==> src/rtl/dist_pkg.sv <==
// Shared types and constants for the multimode distortion stage: shaping
// modes, the per-sample configuration snapshot and its reset values.
package dist_pkg;

    localparam int DIST_WIDTH     = 16;
    localparam int DIST_GAIN_W    = 8;
    localparam int DIST_GAIN_FRAC = 4;
    localparam int DIST_MIX_W     = 8;

    // Mix value 255 is promoted to this so a full-wet setting passes the
    // wet path unattenuated.
    localparam logic [8:0] MIX_FULL = 9'd256;

    typedef enum logic [1:0] {
        BYPASS = 2'd0,
        HARD   = 2'd1,
        SOFT   = 2'd2,
        ASYM   = 2'd3
    } dist_mode_e;

    typedef struct packed {
        dist_mode_e                     mode;
        logic [DIST_GAIN_W-1:0]         gain;
        logic signed [DIST_WIDTH-1:0]   threshold;
        logic [DIST_MIX_W-1:0]          mix;
    } dist_cfg_t;

    // Unity gain, no clipping, fully wet.
    localparam dist_cfg_t CFG_RESET = '{
        mode:      BYPASS,
        gain:      {{(DIST_GAIN_W-DIST_GAIN_FRAC-1){1'b0}}, 1'b1, {DIST_GAIN_FRAC{1'b0}}},
        threshold: {1'b0, {(DIST_WIDTH-1){1'b1}}},
        mix:       {DIST_MIX_W{1'b1}}
    };

endpackage

==> src/rtl/dist_shaper.sv <==
// Combinational waveshaper: bypass, symmetric hard clip, odd-symmetric soft
// clip from a 17-point interpolated curve, and asymmetric clip whose
// negative rail sits at half the threshold. The parent registers the result.
module dist_shaper
    import dist_pkg::*;
#(
    parameter int WIDTH = DIST_WIDTH
) (
    input  dist_mode_e               mode,
    input  logic signed [WIDTH-1:0]  threshold,
    input  logic signed [WIDTH-1:0]  x,
    output logic signed [WIDTH-1:0]  y
);

    // Bits of magnitude below the 4-bit curve segment index.
    localparam int FW = WIDTH - 5;
    localparam logic [WIDTH-1:0] POS_MAX = {1'b0, {(WIDTH-1){1'b1}}};

    // Curve breakpoint idx/16 of full scale: y = a*(2 - a), i.e. slope 2
    // at the origin flattening to slope 0 at full scale; clamped to POS_MAX.
    function automatic logic [WIDTH-1:0] knee(input logic [4:0] idx);
        logic [9:0]   p;
        logic [WIDTH:0] v;
        p = {5'd0, idx} * (10'd32 - {5'd0, idx});
        v = {{(WIDTH-9){1'b0}}, p} << (WIDTH-9);
        if (v > {1'b0, POS_MAX}) begin
            knee = POS_MAX;
        end else begin
            knee = WIDTH'(v);
        end
    endfunction

    logic signed [WIDTH-1:0] lo_hard_s;
    logic signed [WIDTH-1:0] lo_asym_s;
    logic                    neg_s;
    logic [WIDTH-1:0]        mag_full_s;
    logic [WIDTH-1:0]        mag_s;
    logic [3:0]              idx_s;
    logic [FW-1:0]           frac_s;
    logic [WIDTH-1:0]        knee_lo_s;
    logic [WIDTH-1:0]        knee_hi_s;
    logic [2*WIDTH-6:0]      interp_s;
    logic [WIDTH-1:0]        soft_mag_s;
    logic signed [WIDTH-1:0] soft_s;

    // Clip rails and the interpolated soft-curve value for the current sample.
    always_comb begin
        lo_hard_s  = -threshold;
        lo_asym_s  = -(threshold >>> 1);
        neg_s      = x[WIDTH-1];
        mag_full_s = neg_s ? -x : x;
        // Most-negative input has no positive twin; fold it onto full scale.
        if (mag_full_s > POS_MAX) begin
            mag_s = POS_MAX;
        end else begin
            mag_s = mag_full_s;
        end
        idx_s      = 4'(mag_s >> FW);
        frac_s     = FW'(mag_s);
        knee_lo_s  = knee({1'b0, idx_s});
        knee_hi_s  = knee({1'b0, idx_s} + 5'd1);
        interp_s   = {{FW{1'b0}}, (knee_hi_s - knee_lo_s)} * {{WIDTH{1'b0}}, frac_s};
        soft_mag_s = knee_lo_s + WIDTH'(interp_s >> FW);
        soft_s     = neg_s ? -soft_mag_s : soft_mag_s;
    end

    // Mode selection between the shaping curves.
    always_comb begin
        y = x;
        case (mode)
            BYPASS: y = x;
            HARD: begin
                if (x > threshold) begin
                    y = threshold;
                end else if (x < lo_hard_s) begin
                    y = lo_hard_s;
                end else begin
                    y = x;
                end
            end
            SOFT: y = soft_s;
            ASYM: begin
                if (x > threshold) begin
                    y = threshold;
                end else if (x < lo_asym_s) begin
                    y = lo_asym_s;
                end else begin
                    y = x;
                end
            end
            default: y = x;
        endcase
    end

endmodule

==> src/rtl/multimode_distortion.sv <==
// Three-stage distortion pipeline (gain -> shape -> dry/wet mix) behind a
// valid/ready handshake. Each sample carries the configuration that was in
// the shadow registers when it was accepted, so reconfiguration lands
// exactly on a sample boundary.
module multimode_distortion
    import dist_pkg::*;
#(
    parameter int WIDTH     = DIST_WIDTH,
    parameter int GAIN_W    = DIST_GAIN_W,
    parameter int GAIN_FRAC = DIST_GAIN_FRAC
) (
    input  logic              clk,
    input  logic              rst,
    input  logic              in_valid,
    output logic              in_ready,
    input  logic [WIDTH-1:0]  in_sample,
    output logic              out_valid,
    input  logic              out_ready,
    output logic [WIDTH-1:0]  out_sample,
    input  logic              cfg_valid,
    input  logic [1:0]        cfg_mode,
    input  logic [GAIN_W-1:0] cfg_gain,
    input  logic [WIDTH-1:0]  cfg_threshold,
    input  logic [7:0]        cfg_mix
);

    localparam int PW = WIDTH + GAIN_W + 1;
    localparam int MW = WIDTH + 10;
    localparam logic signed [PW-1:0] SAT_MAX = {{(PW-WIDTH+1){1'b0}}, {(WIDTH-1){1'b1}}};
    localparam logic signed [PW-1:0] SAT_MIN = {{(PW-WIDTH+1){1'b1}}, {(WIDTH-1){1'b0}}};

    dist_cfg_t               shadow_d, shadow_q;
    logic                    v1_d, v1_q, v2_d, v2_q, v3_d, v3_q;
    logic signed [WIDTH-1:0] g1_d, g1_q, dry1_d, dry1_q;
    dist_mode_e              mode1_d, mode1_q;
    logic signed [WIDTH-1:0] thr1_d, thr1_q;
    logic [7:0]              mix1_d, mix1_q, mix2_d, mix2_q;
    logic signed [WIDTH-1:0] wet2_d, wet2_q, dry2_d, dry2_q;
    logic [WIDTH-1:0]        out3_d, out3_q;

    logic                    adv_s, accept_s;
    logic [WIDTH-1:0]        thr_clean_s;
    logic signed [PW-1:0]    gain_a_s, gain_b_s, prod_s, shift_s;
    logic signed [WIDTH-1:0] gained_s, shaped_s;
    logic [8:0]              mix_m_s, mix_dm_s;
    logic signed [MW-1:0]    wet_x_s, dry_x_s, mix_sum_s;
    logic [WIDTH-1:0]        mixed_s;

    assign adv_s     = !v3_q || out_ready;
    assign in_ready  = adv_s && !rst;
    assign accept_s  = in_valid && in_ready;
    assign out_valid = v3_q;
    assign out_sample = out3_q;

    dist_shaper #(.WIDTH(WIDTH)) u_shaper (
        .mode      (mode1_q),
        .threshold (thr1_q),
        .x         (g1_q),
        .y         (shaped_s)
    );

    // S1 arithmetic: full-width signed x unsigned gain product, Q-format
    // shift back to sample scale, then saturation to the sample range.
    always_comb begin
        gain_a_s = {{(PW-WIDTH){in_sample[WIDTH-1]}}, in_sample};
        gain_b_s = {{(PW-GAIN_W){1'b0}}, shadow_q.gain};
        prod_s   = gain_a_s * gain_b_s;
        shift_s  = prod_s >>> GAIN_FRAC;
        if (shift_s > SAT_MAX) begin
            gained_s = WIDTH'(SAT_MAX);
        end else if (shift_s < SAT_MIN) begin
            gained_s = WIDTH'(SAT_MIN);
        end else begin
            gained_s = WIDTH'(shift_s);
        end
    end

    // S3 arithmetic: weighted dry/wet blend; the weights sum to 256 so the
    // result always fits back into the sample width.
    always_comb begin
        if (mix2_q == 8'hFF) begin
            mix_m_s = MIX_FULL;
        end else begin
            mix_m_s = {1'b0, mix2_q};
        end
        mix_dm_s  = MIX_FULL - mix_m_s;
        wet_x_s   = {{10{wet2_q[WIDTH-1]}}, wet2_q};
        dry_x_s   = {{10{dry2_q[WIDTH-1]}}, dry2_q};
        mix_sum_s = wet_x_s * $signed({{(MW-9){1'b0}}, mix_m_s})
                  + dry_x_s * $signed({{(MW-9){1'b0}}, mix_dm_s});
        mixed_s   = WIDTH'(mix_sum_s >>> 8);
    end

    // Negative clip levels make no sense; pin them to zero on load.
    always_comb begin
        if (cfg_threshold[WIDTH-1]) begin
            thr_clean_s = {WIDTH{1'b0}};
        end else begin
            thr_clean_s = cfg_threshold;
        end
    end

    // Next-state for shadow config and all three stages; everything freezes
    // together when the output is stalled.
    always_comb begin
        if (cfg_valid) begin
            shadow_d.mode      = dist_mode_e'(cfg_mode);
            shadow_d.gain      = cfg_gain;
            shadow_d.threshold = thr_clean_s;
            shadow_d.mix       = cfg_mix;
        end else begin
            shadow_d = shadow_q;
        end

        v1_d = v1_q;  g1_d = g1_q;  dry1_d = dry1_q;
        mode1_d = mode1_q;  thr1_d = thr1_q;  mix1_d = mix1_q;
        v2_d = v2_q;  wet2_d = wet2_q;  dry2_d = dry2_q;  mix2_d = mix2_q;
        v3_d = v3_q;  out3_d = out3_q;

        if (adv_s) begin
            v1_d = accept_s;
            if (accept_s) begin
                g1_d    = gained_s;
                dry1_d  = in_sample;
                mode1_d = shadow_q.mode;
                thr1_d  = shadow_q.threshold;
                mix1_d  = shadow_q.mix;
            end else begin
                g1_d = g1_q;
            end

            v2_d = v1_q;
            if (v1_q) begin
                wet2_d = shaped_s;
                dry2_d = dry1_q;
                mix2_d = mix1_q;
            end else begin
                wet2_d = wet2_q;
            end

            v3_d = v2_q;
            if (v2_q) begin
                out3_d = mixed_s;
            end else begin
                out3_d = out3_q;
            end
        end else begin
            v1_d = v1_q;
        end
    end

    // State registers with synchronous reset; reset discards in-flight samples.
    always_ff @(posedge clk) begin
        if (rst) begin
            shadow_q <= CFG_RESET;
            v1_q     <= 1'b0;
            g1_q     <= {WIDTH{1'b0}};
            dry1_q   <= {WIDTH{1'b0}};
            mode1_q  <= BYPASS;
            thr1_q   <= {WIDTH{1'b0}};
            mix1_q   <= 8'd0;
            v2_q     <= 1'b0;
            wet2_q   <= {WIDTH{1'b0}};
            dry2_q   <= {WIDTH{1'b0}};
            mix2_q   <= 8'd0;
            v3_q     <= 1'b0;
            out3_q   <= {WIDTH{1'b0}};
        end else begin
            shadow_q <= shadow_d;
            v1_q     <= v1_d;
            g1_q     <= g1_d;
            dry1_q   <= dry1_d;
            mode1_q  <= mode1_d;
            thr1_q   <= thr1_d;
            mix1_q   <= mix1_d;
            v2_q     <= v2_d;
            wet2_q   <= wet2_d;
            dry2_q   <= dry2_d;
            mix2_q   <= mix2_d;
            v3_q     <= v3_d;
            out3_q   <= out3_d;
        end
    end

endmodule

==> config.mk <==
export PLATFORM = sky130hd
export DESIGN_NAME = multimode_distortion
export DESIGN_NICKNAME = d
export VERILOG_FILES = /design/src/rtl/dist_pkg.sv /design/src/rtl/dist_shaper.sv /design/src/rtl/multimode_distortion.sv
export SDC_FILE = /design/constraint.sdc
export NUM_CORES = 2
export LEC_CHECK = 0
export ABC_AREA = 0
export BUFFER_PORTS_ARGS = -buffer_cell sky130_fd_sc_hd__clkbuf_2
export CAP_MARGIN = 20
export CORE_MARGIN = 3
export CORE_UTILIZATION = 45
export CTS_BUF_LIST = sky130_fd_sc_hd__clkbuf_8
export DETAILED_ROUTE_END_ITERATION = 10
export MAX_ROUTING_LAYER = met4
export PLACE_DENSITY = 0.62
export SLEW_MARGIN = 25
export SYNTH_ARGS = -nofsm -noshare
export SYNTH_HDL_FRONTEND = slang
export SYNTH_SLANG_ARGS = --single-unit
==> constraint.sdc <==
create_clock -name clk -period 20.9 [get_ports clk]
set_clock_uncertainty 0.2 [all_clocks]
set_input_delay 4.18 -clock clk [delete_from_list [all_inputs] [get_ports clk]]
set_output_delay 4.18 -clock clk [all_outputs]
set_load 0.05 [all_outputs]
==> impl_metrics.ini <==
[synth]
synth_fa_ha_area_share_pct = 46.6
yosysWarningCount = 0
syn_area_mm2 = 0.0300
synth_compound_area_share_pct = 9.97
synth_edf_count = 0
synth_top_family_by_area = adder cells
yosysSeqAreaShare_pct = 9.93
yosys-mux-area-fraction_pct = 0.820
synth-main-ff-cell = dfxtp_1
synth_xor_area_share_pct = 4.66
synthSimpleGateAreaFrac_pct = 18.1
async_flop_share_pct = 0
synth-seq-cells = 149
ys_types = 79
postSynthAreaPerCell_um2 = 8.56
synthCells = 3508

[floorplanning]
die_h_um = 264
row_count = 94
die_area_mm2 = 0.0699
core-area_mm2 = 0.0660
pin_count = 73
start_util_pct = 45.5
die-width_um = 264

[layout]
drive_above_1_share_pct = 4.85
synthToLayoutAreaGrowth_pct = 4.89
post-route-util_pct = 47.8
diodes = 0
nets = 4337
fillers = 6457
final_area_mm2 = 0.0315
seqCellArea_mm2 = 0.00298
multi_input_area_mm2 = 0.0242

[setup_path]
cp.required_ps = 21140
crit_buf_inv = 6
critPathMaxStageDelay_ps = 750
crit_slowest_cell = xor2_1
crit_type = register to register
crit_path_frequent_cell = fa_1
cpLargestDelayFamily = adder cells
start_kind = register
startpoint = g1_q[0]$_SDFFE_PP0P_
cp_max_fo = 20
r2r-start = g1_q[0]$_SDFFE_PP0P_
crit_path_end_kind = register
critPathArrivalTime_ps = 16710

[cts]
ctsResizeCount = 0
clock_sinks = 149
root_buffer = clkbuf_8
cts_setup_buffers = 0
h-tree-depth = 4
cts_buffer_depth = 2
clk_latency_ps = 520
cts_buffers = 17
cts_hold_buf = 0
cts_tree = done
clk_pin_slew_ps = 100

[routing]
avgRoutedWirePerCell_um = 17.9
vias = 23100
drc = 0
drtAntennaViolNets = 0
drt_iter0_drc = 1529
first_pass_iters = 6
vias_per_cell = 5.31
drt-total-wl_um = 77900

[timing]
period_needed_ps = 16470
setup_viol = 0
fin_crit_sh_pct = 78.8
finalHoldViolations = 0
final.setup.tns_ps = 0
rsz0062_at_grt = false
fmax_ghz = 0.0607
slew_headroom_pct = 28.8
worstMarginPinSlew_ps = 1060
drv_slew = 0
holdWs_ps = 242

[place]
place_hpwl_um = 63200
placed_cell_area_mm2 = 0.0311
gp_congestion = 0.950
port_buffers = 72

[min_path]
hold_start = shadow_q[2]$_SDFFE_PP1P_
min_path_type = register to register

[global_routing]
antenna_found_initial = 0
grt_pass1_vias = 23800
met1_usage_pct = 31.8
track_usage_pct = 23.8
grt_pass1_wl_um = 128000
grt_max_degree = 85
use_met3_pct = 4.75
global_route.usage.met2_pct = 37.0
overflow = 0
top_usage_layer = met2

[job]
drv_cap = 0

[status]
status = finished clean
[cell usage after synthesis (all sizes together) (30+ instances only)]
master  instances  area [um^2]
and2          196         1230
and3           80          500
o31ai          32          240
nor3           32          160
dfxtp         149         2980
a21oi         142          714
o21ai          67          335
nand2         466         1750
fa            509        10200
xor2           37          324
nor2b          30          188
ha            304         3800
nor2          202          758
clkbuf        138          518
inv           608         2280
xnor2         122         1080
a21o           32          240
[per-layer routing]
metal	routed length (um)	vias up	part of all wire (%)
met3	5040	119	6.5
met2	35400	612	45
met1	35500	11400	46
li1	-	11000	-
met5	0	-	0
met4	2040	0	2.6
[layout make-up]
type,instances,area share [%]
Clock inverter,13,0.417
Inverter,613,7.31
Tap cell,864,3.43
Sequential cell,149,9.47
Multi-Input combinational cell,2589,76.8
Clock buffer,19,0.830
Timing Repair Buffer,99,1.79
[state kept, by name, indices dropped and copies added (netlist names)]
register,cells
wet2_q,16
dry1_q,16
out_valid,1
out_sample,16
v1_q,1
g1_q,16
dry2_q,16
thr1_q,15
mode1_q,2
gain_b_s,8
shadow_q,25
v2_q,1
mix1_q,8
mix2_q,8
[cell usage in the layout, fill, tap and decap left out, types with 11 or more instances in the layout]
cell | Yosys | layout
nand2b_1 | 28 | 28
nand2_1 | 465 | 465
a211o_1 | 14 | 14
a221oi_1 | 11 | 11
o21ai_0 | 65 | 65
mux2i_1 | 19 | 19
o31ai_1 | 32 | 31
a221o_1 | 14 | 14
nand3_1 | 24 | 24
a21oi_1 | 141 | 139
xor2_1 | 37 | 36
nor3_1 | 32 | 32
dfxtp_1 | 149 | 149
o211ai_1 | 13 | 13
buf_4 | 4 | 28
ha_1 | 304 | 304
and2_1 | 194 | 193
xnor2_1 | 121 | 118
clkbuf_2 | 0 | 71
a211oi_1 | 23 | 23
nor2_1 | 202 | 201
clkbuf_8 | 0 | 19
and3_1 | 80 | 80
fa_1 | 509 | 509
nor2b_1 | 30 | 30
o21a_1 | 23 | 23
a21o_1 | 32 | 32
inv_1 | 607 | 607
nand3b_1 | 28 | 28
[path summary, 6_finish.rpt]
path                                           endpoint  slack [ps]  cells past startpoint
worst max-delay path            wet2_q[15]$_SDFFE_PP0P_        4430                     54
worst min-delay path             mix1_q[2]$_SDFFE_PP0P_         240                      2
worst max register to register  wet2_q[15]$_SDFFE_PP0P_        4430                     54
worst min register to register   mix1_q[2]$_SDFFE_PP0P_         240                      2
[per-stage QoR]
stage,cells,setup WS [ps]
finish,4346,4430
global route,4346,3250
CTS,4346,4530
detailed placement,4314,4620
global placement,4314,4960
floorplan,3516,6190
[worst register-to-register path: cells and delay by family (launching register included)]
family / cells / cell delay (ps)
and+or+nand+nor: 13 / 3190
adders and majority gates: 13 / 5660
buffers and inverters: 6 / 800
DFF: 1 / 500
AOI/OAI and AO/OA: 17 / 4690
xor gates and xnor gates: 5 / 1340
[cell families (layout without fill, tap and decap cells)]
| family | count (synthesis) | count (layout) |
|---|---|---|
| xor+xnor | 159 | 159 |
| buf+inv | 778 | 744 |
| compound gates | 447 | 447 |
| flops | 149 | 149 |
| fa+ha+maj | 813 | 813 |
| simple gates | 1136 | 1136 |
| mux | 24 | 24 |
| other cells | 2 | 10 |
Power is not shown: default switching activity piles up to over one toggle a cycle in this logic, so the estimate is an artifact.
